$ cat config.mk
export PLATFORM = sky130hd
export DESIGN_NAME = muldiv_unit
export DESIGN_NICKNAME = d
export VERILOG_FILES = /design/src/rtl/muldiv_pkg.sv /design/src/rtl/muldiv_step.sv /design/src/rtl/muldiv_unit.sv
export SDC_FILE = /design/constraint.sdc
export NUM_CORES = 2
export LEC_CHECK = 0
export BUFFER_PORTS_ARGS = -buffer_cell sky130_fd_sc_hd__buf_2
export CAP_MARGIN = 20
export CORE_UTILIZATION = 25
export CTS_BUF_LIST = sky130_fd_sc_hd__clkbuf_8
export CTS_CLUSTER_DIAMETER = 50
export CTS_CLUSTER_SIZE = 40
export DETAILED_ROUTE_END_ITERATION = 8
export PLACE_DENSITY = 0.42
export SETUP_SLACK_MARGIN = 0.3
export SLEW_MARGIN = 20
export SYNTH_ARGS = -nofsm -noshare
export SYNTH_HDL_FRONTEND = slang
export SYNTH_HIERARCHICAL = 1
export SYNTH_SLANG_ARGS = --single-unit
$ cat constraint.sdc
create_clock -name clk -period 6.4 [get_ports clk]
set_input_delay 0.32 -clock clk [delete_from_list [all_inputs] [get_ports clk]]
set_output_delay 0.32 -clock clk [all_outputs]
set_load 0.1 [all_outputs]
$ cat src/rtl/muldiv_pkg.sv
// muldiv_pkg: shared types and constants for the iterative multiply/divide unit.
// Optional feature macro used by muldiv_unit: MULDIV_EARLY_OUT_EN.
package muldiv_pkg;

    localparam int MD_XLEN  = 64;
    localparam int MD_CNT_W = 7;

    // Operation encodings; 5..7 are illegal and yield a zero result.
    typedef enum logic [2:0] {
        OP_MUL   = 3'd0,
        OP_SMULH = 3'd1,
        OP_UMULH = 3'd2,
        OP_SDIV  = 3'd3,
        OP_UDIV  = 3'd4
    } op_t;

    typedef enum logic [1:0] {
        IDLE  = 2'd0,
        CALC  = 2'd1,
        FIXUP = 2'd2,
        DONE  = 2'd3
    } state_t;

    // Writes to the zero register are suppressed at the write port.
    localparam logic [4:0] XZR_IDX = 5'd31;

    function automatic logic is_mul_op(input logic [2:0] op);
        return (op == OP_MUL) || (op == OP_SMULH) || (op == OP_UMULH);
    endfunction

    function automatic logic is_div_op(input logic [2:0] op);
        return (op == OP_SDIV) || (op == OP_UDIV);
    endfunction

    function automatic logic is_signed_op(input logic [2:0] op);
        return (op == OP_SMULH) || (op == OP_SDIV);
    endfunction

endpackage

$ cat src/rtl/muldiv_step.sv
// muldiv_step: one radix-2 iteration, purely combinational.
// Multiply: conditionally add the shifted multiplicand, shift multiplicand left
// and multiplier right. Divide: shift {remainder, dividend} left one bit, trial
// subtract the divisor, and shift the resulting quotient bit in at the LSB.
module muldiv_step
    import muldiv_pkg::*;
#(
    parameter int XLEN = MD_XLEN
) (
    input  logic                i_is_div,
    input  logic [2*XLEN-1:0]   i_x,   // mul: shifted multiplicand; div: {rem, dividend/quotient}
    input  logic [XLEN-1:0]     i_y,   // mul: remaining multiplier; div: divisor
    input  logic [2*XLEN-1:0]   i_p,   // mul: partial product
    output logic [2*XLEN-1:0]   o_x,
    output logic [XLEN-1:0]     o_y,
    output logic [2*XLEN-1:0]   o_p
);

    logic [XLEN:0]   w_sh_rem;
    logic            w_fits;
    logic [XLEN-1:0] w_new_rem;

    // The shifted remainder is XLEN+1 bits; a set top bit means it already exceeds any divisor.
    assign w_sh_rem  = i_x[2*XLEN-1:XLEN-1];
    assign w_fits    = w_sh_rem[XLEN] | (w_sh_rem[XLEN-1:0] >= i_y);
    assign w_new_rem = w_fits ? (w_sh_rem[XLEN-1:0] - i_y) : w_sh_rem[XLEN-1:0];

    // Select the multiply or divide iteration.
    always_comb begin
        o_x = i_x;
        o_y = i_y;
        o_p = i_p;
        if (i_is_div) begin
            o_x = {w_new_rem, i_x[XLEN-2:0], w_fits};
        end else begin
            o_p = i_y[0] ? (i_p + i_x) : i_p;
            o_x = {i_x[2*XLEN-2:0], 1'b0};
            o_y = {1'b0, i_y[XLEN-1:1]};
        end
    end

endmodule

$ cat src/rtl/muldiv_unit.sv
// muldiv_unit: iterative 64-bit MUL/SMULH/UMULH/SDIV/UDIV unit feeding the
// register-file write port. One bit per cycle; start/done handshake.
// Handshake: start is sampled only in IDLE; once accepted, busy stays high until
// the single-cycle done pulse ends, and result/wa_out hold until the next accept.
// Optional feature: define MULDIV_EARLY_OUT_EN to let multiplies leave CALC as
// soon as the remaining multiplier is zero.
module muldiv_unit
    import muldiv_pkg::*;
#(
    parameter int XLEN  = MD_XLEN,
    parameter int CNT_W = MD_CNT_W
) (
    input  logic              clk,
    input  logic              reset_n,
    input  logic              start,
    input  logic [2:0]        op,
    input  logic [XLEN-1:0]   a,
    input  logic [XLEN-1:0]   b,
    input  logic [4:0]        wa_in,
    output logic              busy,
    output logic              done,
    output logic [XLEN-1:0]   result,
    output logic [4:0]        wa_out,
    output logic              we_out
);

    state_t              r_state;
    logic [2:0]          r_op;
    logic [4:0]          r_wa;
    logic                r_neg;
    logic                r_dz;
    logic [CNT_W-1:0]    r_cnt;
    logic [2*XLEN-1:0]   r_x;
    logic [XLEN-1:0]     r_y;
    logic [2*XLEN-1:0]   r_p;
    logic [XLEN-1:0]     r_result;

    logic [XLEN-1:0]     w_a_mag;
    logic [XLEN-1:0]     w_b_mag;
    logic                w_in_signed;
    logic [2*XLEN-1:0]   w_step_x;
    logic [XLEN-1:0]     w_step_y;
    logic [2*XLEN-1:0]   w_step_p;
    logic                w_early_exit;
    logic                w_early_at_accept;
    logic [2*XLEN-1:0]   w_prod_fix;
    logic [XLEN-1:0]     w_quot_fix;
    logic [XLEN-1:0]     w_fix_result;

    // Two's-complement magnitudes; the most negative value keeps its pattern as 2^(XLEN-1).
    assign w_in_signed = is_signed_op(op);
    assign w_a_mag     = (w_in_signed && a[XLEN-1]) ? (~a + 1'b1) : a;
    assign w_b_mag     = (w_in_signed && b[XLEN-1]) ? (~b + 1'b1) : b;

`ifdef MULDIV_EARLY_OUT_EN
    assign w_early_exit      = is_mul_op(r_op) && (r_y == '0);
    assign w_early_at_accept = is_mul_op(op) && (w_b_mag == '0);
`else
    assign w_early_exit      = 1'b0;
    assign w_early_at_accept = 1'b0;
`endif

    muldiv_step #(
        .XLEN (XLEN)
    ) u_step (
        .i_is_div (is_div_op(r_op)),
        .i_x      (r_x),
        .i_y      (r_y),
        .i_p      (r_p),
        .o_x      (w_step_x),
        .o_y      (w_step_y),
        .o_p      (w_step_p)
    );

    // Sign correction of the magnitude result; r_neg is only ever set for SMULH/SDIV.
    assign w_prod_fix = r_neg ? (~r_p + 1'b1) : r_p;
    assign w_quot_fix = r_neg ? (~r_x[XLEN-1:0] + 1'b1) : r_x[XLEN-1:0];

    // Pick the architectural result for the latched op; divide-by-zero and illegal ops give 0.
    always_comb begin
        w_fix_result = '0;
        case (r_op)
            OP_MUL:   w_fix_result = w_prod_fix[XLEN-1:0];
            OP_SMULH: w_fix_result = w_prod_fix[2*XLEN-1:XLEN];
            OP_UMULH: w_fix_result = r_p[2*XLEN-1:XLEN];
            OP_SDIV:  w_fix_result = r_dz ? '0 : w_quot_fix;
            OP_UDIV:  w_fix_result = r_dz ? '0 : r_x[XLEN-1:0];
            default:  w_fix_result = '0;
        endcase
    end

    // Control FSM plus operand/accumulator registers.
    always_ff @(posedge clk or negedge reset_n) begin
        if (!reset_n) begin
            r_state  <= IDLE;
            r_op     <= '0;
            r_wa     <= '0;
            r_neg    <= 1'b0;
            r_dz     <= 1'b0;
            r_cnt    <= '0;
            r_x      <= '0;
            r_y      <= '0;
            r_p      <= '0;
            r_result <= '0;
        end else begin
            case (r_state)
                IDLE: begin
                    if (start) begin
                        r_op    <= op;
                        r_wa    <= wa_in;
                        r_neg   <= w_in_signed && (a[XLEN-1] ^ b[XLEN-1]);
                        r_dz    <= (b == '0);
                        r_cnt   <= CNT_W'(XLEN);
                        r_x     <= {{XLEN{1'b0}}, w_a_mag};
                        r_y     <= w_b_mag;
                        r_p     <= '0;
                        r_state <= w_early_at_accept ? FIXUP : CALC;
                    end
                end
                CALC: begin
                    if (w_early_exit) begin
                        r_state <= FIXUP;
                    end else begin
                        r_x   <= w_step_x;
                        r_y   <= w_step_y;
                        r_p   <= w_step_p;
                        r_cnt <= r_cnt - 1'b1;
                        if (r_cnt == CNT_W'(1)) begin
                            r_state <= FIXUP;
                        end
                    end
                end
                FIXUP: begin
                    r_result <= w_fix_result;
                    r_state  <= DONE;
                end
                DONE: begin
                    r_state <= IDLE;
                end
                default: begin
                    r_state <= IDLE;
                end
            endcase
        end
    end

    assign busy   = (r_state != IDLE);
    assign done   = (r_state == DONE);
    assign result = r_result;
    assign wa_out = r_wa;
    assign we_out = done && (r_wa != XZR_IDX);

endmodule

==> reports/metrics.cfg <==
[synth]
synth.distinct_cells=111
async_reset_ff_share_pct=100
synth_cells=5495
synth_common_cells=nand2_1, o21ai_0, a21oi_1, dfrtp_1, nor2_1
synthTopCellsByArea=dfrtp_1, o21ai_0, ha_1
postSynthAreaPerCell_um2=7.52
synth_edf_count=0
yosys_warnings=6
synth-seq-cells=403
synth_top_cell_by_area=dfrtp_1
synth_area_um2=41300
synth_top_area_share_pct=24.4
synth-main-ff-cell=dfrtp_1
syn_nets=5837
seq_area_frac_synth_pct=24.4
synth_most_common_cell=nand2_1

[timing]
slew_headroom_pct=9.14
worst_pin_slew_ps=1350
fin_skew_ps=100
slew_violations=0
clock.fmax_ghz=0.188
rsz0062_at_grt=no
setup_viol=0
finalCritPeriodShare_pct=83.1
finalHoldViolCount=0
post-route-min-period_ps=5320
fin_setup_tns_ps=0

[layout]
areaGrowthSynthToFinish_pct=15.9
final_util_pct=29.3
drive_above_1_share_pct=10.8
fin_cells=7894
fin_nets=5971

[routing]
drt_first_iter_violations=5104
final_antenna_net_count=0
avgRoutedWirePerCell_um=27.8
remaining_drc_errors=0
vias=45588
drtPass1Iterations=7
wirelength_um=219000
viasPerCell=5.78

[floorplanning]
fp.dieW_um=409
start_util_pct=25.3
die_height_um=409
ioPinCount=211
core_um2=164000
die_area_um2=167000
std_cell_rows=148

[critical_path]
crit_path_start=r_x[0]
slowest_delay_ps=650
crit_path_top_delay_cell=o41ai_1
cp_cell_sequence=ha_1 -> fa_1 -> a21oi_1 -> o211ai_1 -> nand2_1 -> a2111oi_0 -> o41ai_1 -> nand3_1 -> nor2_1 -> o21ai_1 -> a2111o_1 -> a21oi_1 -> xor2_1 -> o21ai_0 -> a22o_1
critPathCaptureType=flop
critPathKind=reg -> reg
path_common_cell=a21oi_1
path_max_fanout=8
crit_required_ps=7140
startpoint_type=flop
reg2reg_from=r_x[0]
arrival_ps=6060

[power]
power_density_nw_per_um2=501
leakage_nw=19.7
peakVddDrop_mv=0.445

[global_route]
grt_pass1_wl_um=315000
grt_overflow_total=0
grt_max_degree=165
track_usage_pct=25.4
antenna_found_initial=19
grt_pass1_vias=42721

[cts]
numCtsBuffers=93
cts-hold-fix-buffers=135
worstSkewPairLatency_ps=910
post_cts_buffers=0
clk_pin_slew_worst_paths_ps=60
cts_root_buf=clkbuf_8
cts.sink_count=403
ctsResizeCount=0
clock_path_buffers=3
h-tree-depth=3
cts_tree=yes

[placed_design]
portBuffers=210
dp.cells=7574
dp_hpwl_um=168000
routabilityCongestion=1.05

[hold_path]
hp-start=a[6]
hp-class=in -> reg

[outcome]
status=finished, final reports clean

[run]
maxCapViolCount=0

layout by cell type, fill, tap and decap left out, drive strengths merged, types with 134 or more instances in the layout:
master	instances
nor2	379
xor2	181
dlygate4sd3	134
xnor2	236
inv	186
nand2	656
o21ai	640
ha	201
a22o	196
dfrtp	403
buf	330
a21oi	448
per-stage QoR:
step	setup slack (ps)	hold slack, ps	area [um^2]	power, mW
6_report	1080	52.5	47900	24.0
3_5_place_dp	1130	282	44300	19.7
3_3_place_gp	1160	284	44200	19.8
5_1_grt	863	75.6	47900	25.2
2_1_floorplan	2800	24.4	41300	14.4
4_1_cts	1090	3.15	47900	23.7
per-layer routing:
metal | vias up | track usage (%) | part of all wire [%]
li1 | 20652 | - | -
met1 | 22433 | 36.1 | 46
met2 | 2087 | 37.0 | 41
met3 | 402 | 5.13 | 8.2
met4 | 14 | 10.7 | 4.5
met5 | - | 0 | 0.042
critical path, delay by kind of cell, from the launching register on:
family / cells / cell delay [ps]
DFF: 1 / 460
adders and majority gates: 2 / 700
and+or+nand+nor: 3 / 1120
xor gates and xnor gates: 1 / 160
AOI/OAI and AO/OA: 9 / 2790
registers in the layout, summed over array words and instances (netlist names):
signal   cells
r_p        128
r_dz         1
r_x        128
r_neg        1
r_state      2
r_y         64
result      64
wa_out       5
r_cnt        7
r_op         3
cell families after synthesis:
family / after synthesis / synth area share (%)
flops: 403 / 24.4
fa+ha+maj: 203 / 6.18
buf+inv: 591 / 6.26
xor+xnor: 417 / 8.84
mux: 66 / 1.67
compound gates: 1984 / 31.1
simple gates: 1831 / 21.5
final cells by class:
type / count / area (um^2)
fill: 17803 / 116000
multi-input combinational: 4501 / 28800
sequential: 403 / 10100
timing repair buffer: 464 / 3400
tap: 2175 / 2720
clock buffer: 99 / 1360
clock inverter: 75 / 881
inverter: 166 / 623
antenna: 11 / 27.5
path summary, 6_finish.rpt:
kind | endpoint | slack [ps] | depth (start not counted)
setup / recovery | r_p[96] | 1080 | 15
hold / removal | r_x[6] | 50 | 5
setup reg to reg | r_p[96] | 1080 | 15
hold reg to reg | r_y[5] | 510 | 2
max in group asynchronous | r_neg | 5280 | 3
min in group asynchronous | r_y[21] | 120 | 3
power by group:
part,internal (mW),switching (mW)
Combinational,4.42,11.0
Sequential,3.34,1.52
Clock,2.08,1.68
Power figures use the tool's default switching activity.
